==> src/rtl/hazard_scoreboard.sv <==
// Hazard and forwarding controller for a 5-stage MIPS32 pipeline.
// Resolves RAW hazards on NPORT decode-stage source operands and produces
// forwarding selects. Early ports are consumed in D. Late ports are consumed
// in E. Also tracks occupancy of the multi-cycle mult/div unit.
module hazard_scoreboard #(
  parameter int NPORT   = 2,
  parameter int AW      = 5,
  parameter int MUL_LAT = 5,
  parameter int DIV_LAT = 34,
  parameter int CW      = 6
) (
  input  logic               clk,
  input  logic               rst_n,
  input  logic               d_valid,
  input  logic               hold,
  input  logic [NPORT*AW-1:0] src_addr_d,
  input  logic [NPORT-1:0]   src_use_d,
  input  logic [NPORT-1:0]   src_early_d,
  input  logic               md_start_d,
  input  logic               md_div_d,
  input  logic               md_use_d,
  input  logic               e_valid,
  input  logic               m_valid,
  input  logic               w_valid,
  input  logic [AW-1:0]      dst_e,
  input  logic [AW-1:0]      dst_m,
  input  logic [AW-1:0]      dst_w,
  input  logic               wen_e,
  input  logic               wen_m,
  input  logic               wen_w,
  input  logic               late_e,
  input  logic               late_m,
  output logic               stall_d,
  output logic [NPORT*2-1:0] fwd_d,
  output logic [NPORT*2-1:0] fwd_e,
  output logic               md_busy
);

  localparam logic [1:0] SEL_RF = 2'd0;
  localparam logic [1:0] SEL_M  = 2'd1;
  localparam logic [1:0] SEL_W  = 2'd2;

  logic [NPORT-1:0]   match_e;
  logic [NPORT-1:0]   match_m;
  logic [NPORT-1:0]   match_w;
  logic [NPORT-1:0]   port_stall;
  logic [NPORT*2-1:0] fwd_e_d;
  logic [NPORT*2-1:0] fwd_e_q;
  logic [CW-1:0]      md_cnt_d;
  logic [CW-1:0]      md_cnt_q;
  logic               md_stall;
  logic               md_issue;

  // Per-port producer matching. Register 0 is hard-wired, so it never matches.
  for (genvar gi = 0; gi < NPORT; gi++) begin : g_port
    logic [AW-1:0] src;
    assign src = src_addr_d[gi*AW +: AW];

    assign match_e[gi] = e_valid && wen_e && (dst_e == src) && (dst_e != '0) && src_use_d[gi];
    assign match_m[gi] = m_valid && wen_m && (dst_m == src) && (dst_m != '0) && src_use_d[gi];
    assign match_w[gi] = w_valid && wen_w && (dst_w == src) && (dst_w != '0) && src_use_d[gi];

    // An early port cannot wait for anything still in E or a late result in M.
    // A late port only waits on a late result in E (load-use).
    assign port_stall[gi] = src_early_d[gi] ? (match_e[gi] || (match_m[gi] && late_m))
                                            : (match_e[gi] && late_e);

    // D-stage select for early ports. The youngest producer (M) wins over W.
    assign fwd_d[gi*2 +: 2] = !src_early_d[gi] ? SEL_RF :
                              match_m[gi]      ? SEL_M  :
                              match_w[gi]      ? SEL_W  : SEL_RF;

    // E-stage select, precomputed one stage ahead. Producers move down one
    // stage at the same edge. A W producer is covered by the write-through regfile.
    assign fwd_e_d[gi*2 +: 2] = src_early_d[gi] ? SEL_RF :
                                match_e[gi]     ? SEL_M  :
                                match_m[gi]     ? SEL_W  : SEL_RF;
  end

  assign md_busy  = (md_cnt_q != '0);
  assign md_stall = (md_start_d || md_use_d) && md_busy;
  assign stall_d  = d_valid && ((|port_stall) || md_stall);
  assign md_issue = d_valid && md_start_d && !stall_d && !hold;
  assign fwd_e    = fwd_e_q;

  // D->E forwarding select register: load, bubble on stall, keep on hold.
  always_ff @(posedge clk or negedge rst_n) begin
    if (!rst_n) begin
      fwd_e_q <= '0;
    end else if (!hold) begin
      fwd_e_q <= stall_d ? '0 : fwd_e_d;
    end
  end

  // Mult/div occupancy counter: a new issue loads the counter. Otherwise it
  // counts down. The countdown ignores hold because the unit runs on its own.
  always_comb begin
    md_cnt_d = md_cnt_q;
    if (md_issue) begin
      md_cnt_d = md_div_d ? CW'(DIV_LAT) : CW'(MUL_LAT);
    end else if (md_cnt_q != '0) begin
      md_cnt_d = md_cnt_q - CW'(1);
    end
  end

  // Mult/div counter state register.
  always_ff @(posedge clk or negedge rst_n) begin
    if (!rst_n) begin
      md_cnt_q <= '0;
    end else begin
      md_cnt_q <= md_cnt_d;
    end
  end

endmodule

==> config.mk <==
export PLATFORM = sky130hd
export DESIGN_NAME = hazard_scoreboard
export DESIGN_NICKNAME = d
export VERILOG_FILES = /design/src/rtl/hazard_scoreboard.sv
export SDC_FILE = /design/constraint.sdc
export NUM_CORES = 1
export LEC_CHECK = 0
export BUFFER_PORTS_ARGS = -buffer_cell sky130_fd_sc_hd__clkbuf_2
export CAP_MARGIN = 20
export CORE_UTILIZATION = 41
export CTS_CLUSTER_SIZE = 12
export DETAILED_ROUTE_END_ITERATION = 16
export PLACE_DENSITY = 0.76
export SLEW_MARGIN = 20
export SYNTH_ARGS = -nofsm -noshare
export SYNTH_HDL_FRONTEND = slang
export SYNTH_SLANG_ARGS = --single-unit
==> constraint.sdc <==
create_clock -name clk -period 1.9 [get_ports clk]
set_input_delay 0.095 -clock clk [delete_from_list [all_inputs] [get_ports clk]]
set_output_delay 0.095 -clock clk [all_outputs]
set_load 0.01 [all_outputs]
* Word level (Yosys, flattened, before mapping) *
Cells that the tools add are included.

storage, ports and cells
  flip-flop bits (word level) = 10
  bits in latches = 0
  bits in writable memories = 0
  memory bits (read-only) = 0
  bits of input ports = 44
  output and inout bits = 10
  logic and storage cells = 69
  memories = 0

operators by class
  add/subtract/negate cells = 1
  $mul = 0
  div/mod/pow operators = 0
  order comparisons = 0
  eq/ne operators = 6
  shift-type cells = 0
  muxes and demuxes = 18
  bitwise operators = 0
  reductions and logical operators = 42

operators by type and width
  operator               number
  $eq A5 B5 Y1           6
  $logic_and A1 B1 Y1    30
  $mux W2                12
  $mux W6                3
  $reduce_bool A5 Y1     3
  $reduce_bool A6 Y1     1
  $sub A6 B1 Y6 const B  1
  $logic_or A1 B1 Y1     4
  $mux W4                1
  $logic_not A1 Y1       2
  $mux W1                2
  $reduce_bool A2 Y1     1
  $reduce_or A2 Y1       1

* Longest topological paths before layout *
Gate-level depths: netlist of run 1.

  depth in word-level cells = 14
  mapped depth = 8

* Worst setup path before layout of run 1 *
No wires, ideal clock.

  path type = register -> register
  start = reg md_cnt_q[2]
  end = reg md_cnt_q[1]
  setup time = 0.125 ns
  data arrival time = 1.691 ns
  required time = 1.775 ns
  path slack = 0.084 ns
  stages on the path, launching flop included = 7
  path buffers = 0
  period minus slack after synthesis = 1.816 ns
  cell sequence = dfrtp_1 > or3_1 > o32ai_1 > o41ai_1 > a21oi_2 > nand4_2 > mux2_2

between the ends
  cells in the longest elaborated chain, start to end = 8
  elaborated cells between the ends (all ways) = 9
  those cells by class = 1 x mux; 8 x reduce/logical

ends and longest elaborated chain
  what                                                  RTL line  RTL
  start, declared                                       50        logic [CW-1:0] md_cnt_q;
  start signal, assigned                                111       md_cnt_q <= md_cnt_d;
  $reduce_bool A6 Y1 (*)                                80, 101
  $logic_and A1 B1 Y1                                   81        assign md_stall = (md_start_d || md_use_d) && md_busy;
  $logic_or A1 B1 Y1                                    82        assign stall_d = d_valid && ((|port_stall) || md_stall);
  $logic_and A1 B1 Y1                                   82
  $logic_not A1 Y1                                      83        assign md_issue = d_valid && md_start_d && !stall_d && !hold;
  $logic_and A1 B1 Y1 (2 in a row)                      83
  $mux W6 / $reduce_bool A2 Y1 (equally long branches)  n/a

Mark *: on every way between the ends. The rest lies on a longest branch, timed or not.
A chain may end at the register's enable or synchronous reset.

* Worst setup path in the final report of run 1 *
  start = reg md_cnt_q[2]
  end = reg fwd_e_q[1] (netlist: fwd_e[1])

between the ends
  cells in the longest elaborated chain, start to end = 5

ends and longest elaborated chain
  what                  RTL line  RTL
  $reduce_bool A6 Y1    80        assign md_busy = (md_cnt_q != '0);
  $logic_and A1 B1 Y1   81
  $logic_or A1 B1 Y1    82
  $logic_and A1 B1 Y1   82
  $mux W4               91        fwd_e_q <= stall_d ? '0 : fwd_e_d;
  end signal, assigned  91
  end, declared         48        logic [NPORT*2-1:0] fwd_e_q;

No other way between the ends.

==> results of run 1 <==
## placed cells by master (no fill, tap or decap), types with 5 or more instances in the layout
master	Yosys	routed
nand2_1	13	13
nand4_1	6	6
nor2_1	12	12
xnor2_1	18	18
inv_1	6	6
dfrtp_1	10	10
clkbuf_2	0	51
nor3_1	5	5
xor2_1	14	14
buf_4	0	23
nand3_1	5	5
## path summary, 6_finish.rpt
| check | start | end | slack [ps] | cells after the start |
|---|---|---|---|---|
| setup / recovery | md_cnt_q[2] | fwd_e[1] | -250 | 7 |
| hold / removal | md_div_d | md_cnt_q[0] | 50 | 2 |
| setup reg to reg | md_cnt_q[2] | fwd_e[1] | -250 | 7 |
| hold reg to reg | fwd_e[3] | fwd_e[3] | 510 | 2 |
| max in group asynchronous | rst_n | md_cnt_q[1] | 1450 | 2 |
| min in group asynchronous | rst_n | md_cnt_q[4] | 240 | 2 |
## worst register-to-register path: cells and delay by family (launching register included)
| kind | cells | cell delay [ps] |
|---|---|---|
| flops | 1 | 390 |
| compound gates | 5 | 1030 |
| simple gates | 1 | 420 |
| buf+inv | 1 | 190 |
## timing repair
action	4_1_cts	5_1_grt
setup endpoints to repair	4	10
pin swaps	2	3
hold endpoints to repair	10	0
hold buffers	1	0
setup buffers	4	4
gates resized for setup	8	10
## per-layer routing
metal / vias to the layer above / track usage / wire length (um)
met1: 652 / 0.355 / 1660
li1: 649 / - / -
met5: - / 0 / 0
met2: 51 / 0.496 / 1900
met3: 13 / 0.0460 / 228
met4: 0 / 0.0307 / 102
## sequential cells by signal (all words and copies together) (netlist names)
| register | flops |
|---|---|
| fwd_e | 4 |
| md_cnt_q | 6 |
## metrics by stage
| stage | hold WS [ps] | instance area [um^2] | util |
|---|---|---|---|
| final | 47.4 | 1710 | 0.691 |
| after global routing | 44.2 | 1710 | 0.691 |
| after CTS | 51.5 | 1640 | 0.664 |
| after detailed placement | -25.4 | 1510 | 0.611 |
| after global placement | -33.3 | 1510 | 0.611 |
| after floorplan | -201 | 1070 | - |
## layout make-up
| cell class | count | area share |
|---|---|---|
| Timing Repair Buffer | 81 | 0.297 |
| Tap cell | 30 | 0.0219 |
| Inverter | 6 | 0.0132 |
| Sequential cell | 10 | 0.146 |
| Clock buffer | 4 | 0.0212 |
| Multi-Input combinational cell | 115 | 0.501 |
## kinds of logic after synthesis
group | after synthesis | share of synthesized area
adders and majority gates | 1 | 0.0117
AOI/OAI and AO/OA | 19 | 0.132
DFF | 10 | 0.233
and+or+nand+nor | 60 | 0.307
buffers and inverters | 7 | 0.0245
muxes | 3 | 0.0303
xor gates and xnor gates | 32 | 0.261
## power by group through the flow
stage | clock [mW] | combinational (mW) | sequential (mW)
floorplan | 0 | 0.303 | 0.339
CTS | 0.192 | 0.673 | 0.334
finish | 0.198 | 0.794 | 0.339
global placement | 0 | 0.556 | 0.321
detailed placement | 0 | 0.574 | 0.330
global route | 0.218 | 0.856 | 0.345
==> results.md, run 1 <==
- Status: complete, but fails checks
- Failing checks: setup timing
- Post-route total power: 1.33 mW
- Fin crit share: 1.13
- Worst Slack Setup Final: -247 ps
- Flop pwr share: 0.254
- Largest net degree at the start of global routing: 11
- Vias in the first global route: ~1,300
- Layout Cells excl Fill: ~250
- WP data required: slightly above 2000 ps
- H-tree Lvls: 1
- Sequential element share of the synthesized area: 0.233
- Fraction of layout cells with a size suffix above 1: 0.458
- Max Fanout on Critical Path: 3
- Pleak: between 0.8 and 0.9 nW
- Root cell of the clock tree: clkbuf_4
- Count of placed standard cells including taps: roughly 230
- PortBufs: 53
- Slew @ Worst Pin: 489 ps
- CP cell instances: or3_4 > o32ai_4 > o41ai_2 > a21oi_2 > a31oi_4 > buf_4 > o31ai_1
- Die ar.: roughly 2800 um^2
- Final setup violation count: 7
- Row count: 18
- Seq cells post-synth: 10
- Startpoint Class: flip-flop
- Final Hold Fails: 0
- Register area: between 200 and 300 um^2
- CORE AREA: 2480 um^2
- Largest stage delay, worst path: between 400 and 500 ps
- CTS Buffer Depth: 2
- Syn Area/Cell: slightly above 8 um^2
- Worst EP arrival: around 2300 ps
- DRC violations left: 0
- Die Wd: 53.1 um
- Switching pwr: 0.495 mW
- Most common cell in the netlist: xnor2_1
- RSZ-0062 raised after global routing: true
- Detailed-placement wirelength estimate: between 2000 and 3000 um
- Final Wtd Congestion: about 0.85
- DR vias/cell: 5.55
- Power density over cell area: ~780 nW/um^2
- Synth cell types: 36
- Filler cells: between 200 and 250
- Switch share: 0.372
- Pint: roughly 0.84 mW
- Crit path capture type: flip-flop
- Top post-synthesis cells by count: xnor2_1 (18), xor2_1 (14), nand2_1 (13), nor2_1 (12), dfrtp_1 (10)
- Worst Hold Class: input port to flip-flop
- Initial Util: 0.433
- Routed wire length per instance: between 15 and 20 um
- Clock Latency Late Sink: 280 ps
- Comb pwr share: 0.597
- Fin crit period: approximately 2100 ps
- Worst slack at placement: -106 ps
- Setup tns final: -793 ps
- Area of the multi-input gates: 857 um^2
- Antenna Cells: 0
- Ys flop type: dfrtp_1
- Clock sinks: 10
- Synth warn: 0
- Max Clock Freq: between 400 and 500 MHz
- First-pass GRT wire length: around 5600 um
- Max-cap violations: 0
- Cell area after synthesis: between 1000 and 1500 um^2
- Clock power share: 0.149
- Area fraction of the dominant cell type after synthesis: 0.233
- CTS clk-pin slew, worst paths: ~70 ps
- Relative slew margins: 0.671
- Gr usage total: 0.277
- CTS tree: built
- Critical path class: flip-flop to flip-flop
- Leading area contributor after synthesis: dfrtp_1
- Post-synth EDFFs: 0
- Largest cells by area after synthesis: dfrtp_1 (23%), xnor2_1 (15%), xor2_1 (11%), nand2_1 (4.6%), nor2_1 (4.2%)
- VDD IR max: 0.000806 V
- Post-synth ARST share: 1.00
- I/O pins: 54
- Initial antenna violation count: 0
- Routed Antenna Nets: 0
- Area grow syn2layout: 59.6%
- Post-Route WL: ~3900 um
- Vias after detailed routing: 1,365
- Die Span Y: around 53 um
- Buf/Inv on CP: 1
- 1st-pass router iterations: 4
- Nets@finish: 262
- Syn_nets: between 150 and 200
- Clock Skews: ~1.7 ps
- Num CTS Buffers: 3
- Slowest CP cell: or3_4
- Fin. max-slew vios: 0
- Starting DRT DRC Count: 55
- Crit path max-delay family: compound AO/OA/AOI/OAI gates
- Post-Syn Instances: between 100 and 150
- Total grt overflow: 0
(Power assumes the default switching activity.)
==> inputs of run 2 (changes only) <==
- BUFFER_PORTS_ARGS: -buffer_cell sky130_fd_sc_hd__clkbuf_2 -> unset
- CORE_UTILIZATION: 41 -> 53
- CTS_BUF_LIST: unset -> sky130_fd_sc_hd__clkbuf_2
- DONT_BUFFER_PORTS: unset -> 1
- PLACE_DENSITY: 0.76 -> 0.71
==> run 2 against run 1 <==
Effect of this change: the flow still finishes with violations (setup timing); clock power decreased by 43%; power shrank 26%; non-clock buffer count fell by 66; maximum frequency is 8.1% higher; routed wire length fell by 30%; cell count fell by 29%; combinational power down 32%; worst hold slack worse by 25 ps; sequential share of layout area grew 4.9 points; largest cell class unchanged.
==> results.md, run 2 (synthesis gave the netlist of run 1 again) <==
- DRC violations left: 0 (unchanged)
- Initial antenna violation count: 0 (unchanged)
- Fin crit period: 1990 ps (-160 ps)
- Crit path max-delay family: compound AO/OA/AOI/OAI gates
- CP cell instances: or3_4 > o32ai_4 > o41ai_2 > a21oi_2 > buf_4 > nand4_4 > mux2_2
- Initial Util: 0.595 (+0.162)
- Fin crit share: 1.05 (-0.0844)
- Num CTS Buffers: 3 (unchanged)
- DR vias/cell: 6.13 (+11%)
- Worst EP arrival: 2140 ps (-160 ps)
- Startpoint Class: flip-flop
- Buf/Inv on CP: 1 (unchanged)
- Area grow syn2layout: 19.7%
- Total grt overflow: 0 (unchanged)
- Status: complete, but fails checks
- CTS Buffer Depth: 2 (unchanged)
- Gr usage total: 0.260 (-0.0170)
- VDD IR max: 0.000879 V (+9.1%)
- Commonest cells after routing, fill and taps aside: xnor2_1 (18), xor2_1 (14), nand2_1 (13)
- Power density over cell area: 765 nW/um^2 (-1.6%)
- Detailed-placement wirelength estimate: 2300 um (-20%)
- FF-to-FF setup slack: -90 ps (+160 ps)
- RSZ-0062 raised after global routing: true
- First-pass GRT wire length: 4040 um (-28%)
- Commonest non-fill, non-tap cell in the layout: xnor2_1
- Post-Route WL: 2740 um (-30%)
- Routed wire length per instance: 15.8 um (-0.38%)
- Worst Hold Class: input port to flip-flop
- Final setup violation count: 4 (-3)
- Routed Antenna Nets: 0 (unchanged)
- I/O pins: 54 (unchanged)
- Worst Slack Setup Final: -87.0 ps (+160 ps)
- Max FFs per register: 6 (unchanged)
- Post-layout util: 0.713 (+0.0216)
- Most flops, register: md_cnt_q
- Vias after detailed routing: 1,067 (-22%)
- Clock Latency Late Sink: 250 ps (-30 ps)
- CORE AREA: 1800 um^2 (-27%)
- H-tree Lvls: 1 (unchanged)
- Fin. max-slew vios: 0 (unchanged)
- Hold slack final: 22.7 ps (-24.7 ps)
- Final Wtd Congestion: 0.808 (-4.8%)
- Row count: 15 (-3)
- Slowest CP cell: or3_4
- Starting DRT DRC Count: 24 (-56%)
- WP data required: 2050 ps (about the same)
- Nets@finish: 196 (-25%)
- Clock Skews: 5.06 ps (+3.31 ps)
- Clock sinks: 10 (unchanged)
- Largest net degree at the start of global routing: 11 (unchanged)
- Max-cap violations: 0 (unchanged)
- Root cell of the clock tree: clkbuf_2
- Register area: 250 um^2 (unchanged)
- Area of the multi-input gates: 842 um^2 (-1.8%)
- Pleak: 0.499 nW (-39%)
- Slew @ Worst Pin: 476 ps (-12.2 ps)
- Relative slew margins: 0.681 (+0.0105)
- CTS clk-pin slew, worst paths: 90 ps (+20 ps)
- Die ar.: 2210 um^2 (-22%)
- Max Clock Freq: 503 MHz (+8.1%)
- Critical path class: flip-flop to flip-flop
- Failing checks: setup timing
- Vias in the first global route: 1,014 (-21%)
- 1st-pass router iterations: 4 (unchanged)
- Largest stage delay, worst path: 410 ps (about the same)
- Final Hold Fails: 0 (unchanged)
- Antenna Cells: 0 (unchanged)
- Die Wd: 47.0 um (-12%)
- Fraction of layout cells with a size suffix above 1: 0.181 (-0.277)
- Max Fanout on Critical Path: 4 (+1)
- Filler cells: 159 (-22%)
- CTS tree: built
- PortBufs: 0 (-100%)
- Die Span Y: 47.0 um (-12%)
- Crit path capture type: flip-flop
run 2: cell types whose count changed in the layout (fill, tap and decap cells not counted), moves of 3 or more:
cell,delta
buf_4,-12
dlygate4sd3_1,+3
clkbuf_2,-48
clkbuf_4,-3
buf_6,-4
run 2: area by class of cell:
type,instances,share of cell area
clock buffers,3,0.0117
multi-input cells,115,0.656
flip-flops and latches,10,0.195
inverters,6,0.0175
repair buffers,15,0.0955
well taps,25,0.0244
run 2: repair_timing:
action / in CTS / in global routing
pin swaps: 1 / 0
endpoints found under the setup margin: 3 / 8
hold buffers: 4 / 0
setup buffers: 2 / 0
resized for setup: 5 / 4
hold endpoints to repair: 18 / 0
run 2: power breakdown:
group,switching [mW],total [mW],internal [mW]
clock network,0.0697,0.113,0.0430
logic,0.244,0.540,0.296
registers,0.0490,0.329,0.280
total,0.363,0.982,0.619
run 2: layer usage:
layer | vias up | share of wire | track usage
met5 | - | 0 | 0
met4 | 0 | 0.0036 | 0.0571
met2 | 46 | 0.46 | 0.417
met3 | 2 | 0.081 | 0.0923
met1 | 500 | 0.45 | 0.338
li1 | 519 | - | -
run 2: through the flow:
step / power, mW / TNS [ps] / area, um^2 / cells / setup slack, ps
after floorplan: 0.642 / 0 / 1070 / 132 / 83.9
after global placement: 0.779 / 0 / 1170 / 165 / 39.9
after detailed placement: 0.796 / -15.2 / 1170 / 165 / -9.70
after CTS: 0.964 / -145 / 1270 / 174 / -51.3
after global routing: 1.06 / -638 / 1280 / 174 / -167
final: 0.982 / -280 / 1280 / 174 / -87.0
run 2: final timing paths:
path / start / end / cells past startpoint
min in group asynchronous: rst_n / md_cnt_q[3] / 1
worst min-delay path: hold / fwd_e[0] / 3
worst max-delay path: md_cnt_q[2] / md_cnt_q[1] / 7
max in group asynchronous: rst_n / fwd_e[1] / 1
worst max register to register: md_cnt_q[2] / md_cnt_q[1] / 7
worst min register to register: md_cnt_q[4] / md_cnt_q[4] / 2
run 2: worst reg2reg max path, delay by kind of cell (launching register included):
kind                   cells  cell delay, ps
buffers and inverters      1             150
multiplexers               1             300
AND/OR/NAND/NOR            2             500
AO/OA/AOI/OAI              3             520
flip-flops                 1             390
==> inputs of run 3 (changes only) <==
- PLACE_DENSITY: 0.71 -> 0.68
- clock period: 1.9 -> 2.4 ns (I/O delays scaled with it)
==> run 3 against run 2 <==
Effect of this change: the run now ends clean; largest power group unchanged; clock skew is 1.1 ps lower; first-iteration DRC count is 50% lower; via count is 8.7% lower.
==> results.md, run 3 (synthesis gave the netlist of run 1 again) <==
- Fin crit share: 0.822
- Total grt overflow: 0 (unchanged)
- Layout Cells excl Fill: 166 (-4.6%)
- Antenna Cells: 0 (unchanged)
- Largest net degree at the start of global routing: 11 (unchanged)
- CP cell instances: or3_1 > o32ai_1 > o41ai_1 > a21oi_2 > a31oi_1
- Relative slew margins: 0.613 (-0.0683)
- Post-Route WL: 2470 um (-10%)
- CTS tree: built
- WP data required: 2280 ps (+230 ps)
- 1st-pass router iterations: 6 (+2)
- CTS Buffer Depth: 2 (unchanged)
- Slowest CP cell: dfrtp_1
- Worst Slack Setup Final: 426 ps (+513 ps)
- DRC violations left: 0 (unchanged)
- Switch share: 0.375 (+0.00506)
- Initial antenna violation count: 0 (unchanged)
- Hold slack final: 23.4 ps (+0.788 ps)
- Fin crit period: approximately 2000 ps
- Area grow syn2layout: 9.92%
- Critical path class: flip-flop to primary output
- RSZ-0062 raised after global routing: false
- Final Hold Fails: 0 (unchanged)
- DR vias/cell: 5.87 (-4.3%)
- I/O pins: 54 (unchanged)
- Root cell of the clock tree: clkbuf_2
- Nets@finish: 187 (-4.6%)
- Area after DPL: 1100 um^2 (-5.8%)
- Status: complete, no violations
- Final setup violation count: 0 (-4)
- Crit path max-delay family: compound AO/OA/AOI/OAI gates
- Starting DRT DRC Count: 12 (-50%)
- Clock Latency Late Sink: 250 ps (about the same)
- Switching pwr: 0.246 mW (-32%)
- Detailed-placement wirelength estimate: 2170 um (-5.5%)
- Max FFs per register: 6 (unchanged)
- Fin. max-slew vios: 0 (unchanged)
- Post-route total power: 0.658 mW (-33%)
- CTS clk-pin slew, worst paths: 90 ps (about the same)
- Flop pwr share: 0.425 (+0.090)
- Filler cells: 168 (+5.7%)
- PortBufs: 0 (unchanged)
- Die Span Y: 47.0 um (unchanged)
- Setup tns final: 0 ps (+280 ps)
- CORE AREA: 1800 um^2 (unchanged)
- Clock sinks: 10 (unchanged)
- Worst Hold Class: input port to flip-flop
- Clock Skews: 3.94 ps (-1.12 ps)
- Buf/Inv on CP: 0 (-1)
- Max Clock Freq: about 500 MHz
- Post-layout util: 0.654 (-0.0583)
- Worst slack at placement: 424 ps (+434 ps)
- Clock power share: 0.138 (+0.023)
- Max-cap violations: 0 (unchanged)
- Pleak: 0.448 nW (-10%)
- Comb pwr share: 0.437 (-0.113)
- Largest stage delay, worst path: 430 ps (+20 ps)
- Row count: 15 (unchanged)
- Die ar.: 2210 um^2 (unchanged)
- Commonest non-fill, non-tap cell in the layout: xnor2_1
- Initial Util: 0.595 (unchanged)
- Commonest cells after routing, fill and taps aside: xnor2_1 (18), xor2_1 (14), nand2_1 (13)
- Count of placed standard cells including taps: 156 (-5.5%)
- Most flops, register: md_cnt_q
- Vias in the first global route: 904 (-11%)
- VDD IR max: 0.000500 V (-43%)
- First-pass GRT wire length: 3620 um (-11%)
- Fraction of layout cells with a size suffix above 1: 0.0780 (-0.103)
- Vias after detailed routing: 974 (-8.7%)
- Slew @ Worst Pin: 572 ps (+95.9 ps)
- Gr usage total: 0.236 (-0.0243)
- Routed Antenna Nets: 0 (unchanged)
- Final Cell Area: 1180 um^2 (-8.2%)
- Power density over cell area: 558 nW/um^2 (-27%)
- Final Wtd Congestion: 0.874 (+8.1%)
- H-tree Lvls: 1 (unchanged)
- Worst EP arrival: 1850 ps (-290 ps)
- Num CTS Buffers: 3 (unchanged)
- Crit path capture type: primary output
- Pint: 0.411 mW (-34%)
- Startpoint Class: flip-flop
- Routed wire length per instance: 14.9 um (-5.6%)
- Max Fanout on Critical Path: 5 (+1)
- Die Wd: 47.0 um (unchanged)
[run 3: what timing repair did]
action,4_1_cts,5_1_grt
setup buffers,0,0
endpoints found under the setup margin,0,0
resized for setup,0,0
endpoints found under the hold margin,15,2
hold buffers,4,2
[run 3: worst reg2reg max path: cells and delay by family (launching register included)]
family,cells,cell delay (ps)
simple gates,2,580
compound gates,3,540
mux,1,320
flops,1,430
[run 3: layout make-up]
cell class	count	area, um^2	area share
clock buffers	3	15.0	0.0127
inverters	6	22.5	0.0191
multi-input cells	115	796	0.675
repair buffers	6	60.1	0.0510
well taps	25	31.3	0.0265
flip-flops and latches	10	250	0.212
clock inverters	1	3.75	0.00318
[run 3: worst paths after layout]
path / from / to / slack (ps) / depth (start not counted)
max in group asynchronous: rst_n / md_cnt_q[1] / 1870 / 1
min in group asynchronous: rst_n / md_cnt_q[4] / 230 / 1
min reg2reg: md_cnt_q[4] / md_cnt_q[4] / 520 / 2
max reg2reg: md_cnt_q[2] / md_cnt_q[5] / 430 / 6
max: md_cnt_q[2] / stall_d / 430 / 5
min: md_div_d / md_cnt_q[5] / 20 / 1
[run 3: power groups by stage]
stage                     clock network (mW)  logic [mW]  registers, mW
after CTS                             0.0948       0.287          0.279
final                                 0.0909       0.287          0.279
after detailed placement                   0       0.276          0.282
after floorplan                            0       0.240          0.268
after global routing                   0.106       0.327          0.287
after global placement                     0       0.269          0.280
[run 3: routing by layer]
| layer | routed length, um | share of wire | track usage | vias up |
|---|---|---|---|---|
| met5 | 0 | 0 | 0 | - |
| met3 | 218 | 0.088 | 0.0769 | 0 |
| met1 | 1140 | 0.46 | 0.317 | 438 |
| met2 | 1120 | 0.45 | 0.386 | 42 |
| li1 | - | - | - | 494 |
| met4 | 0 | 0 | 0.0171 | 0 |
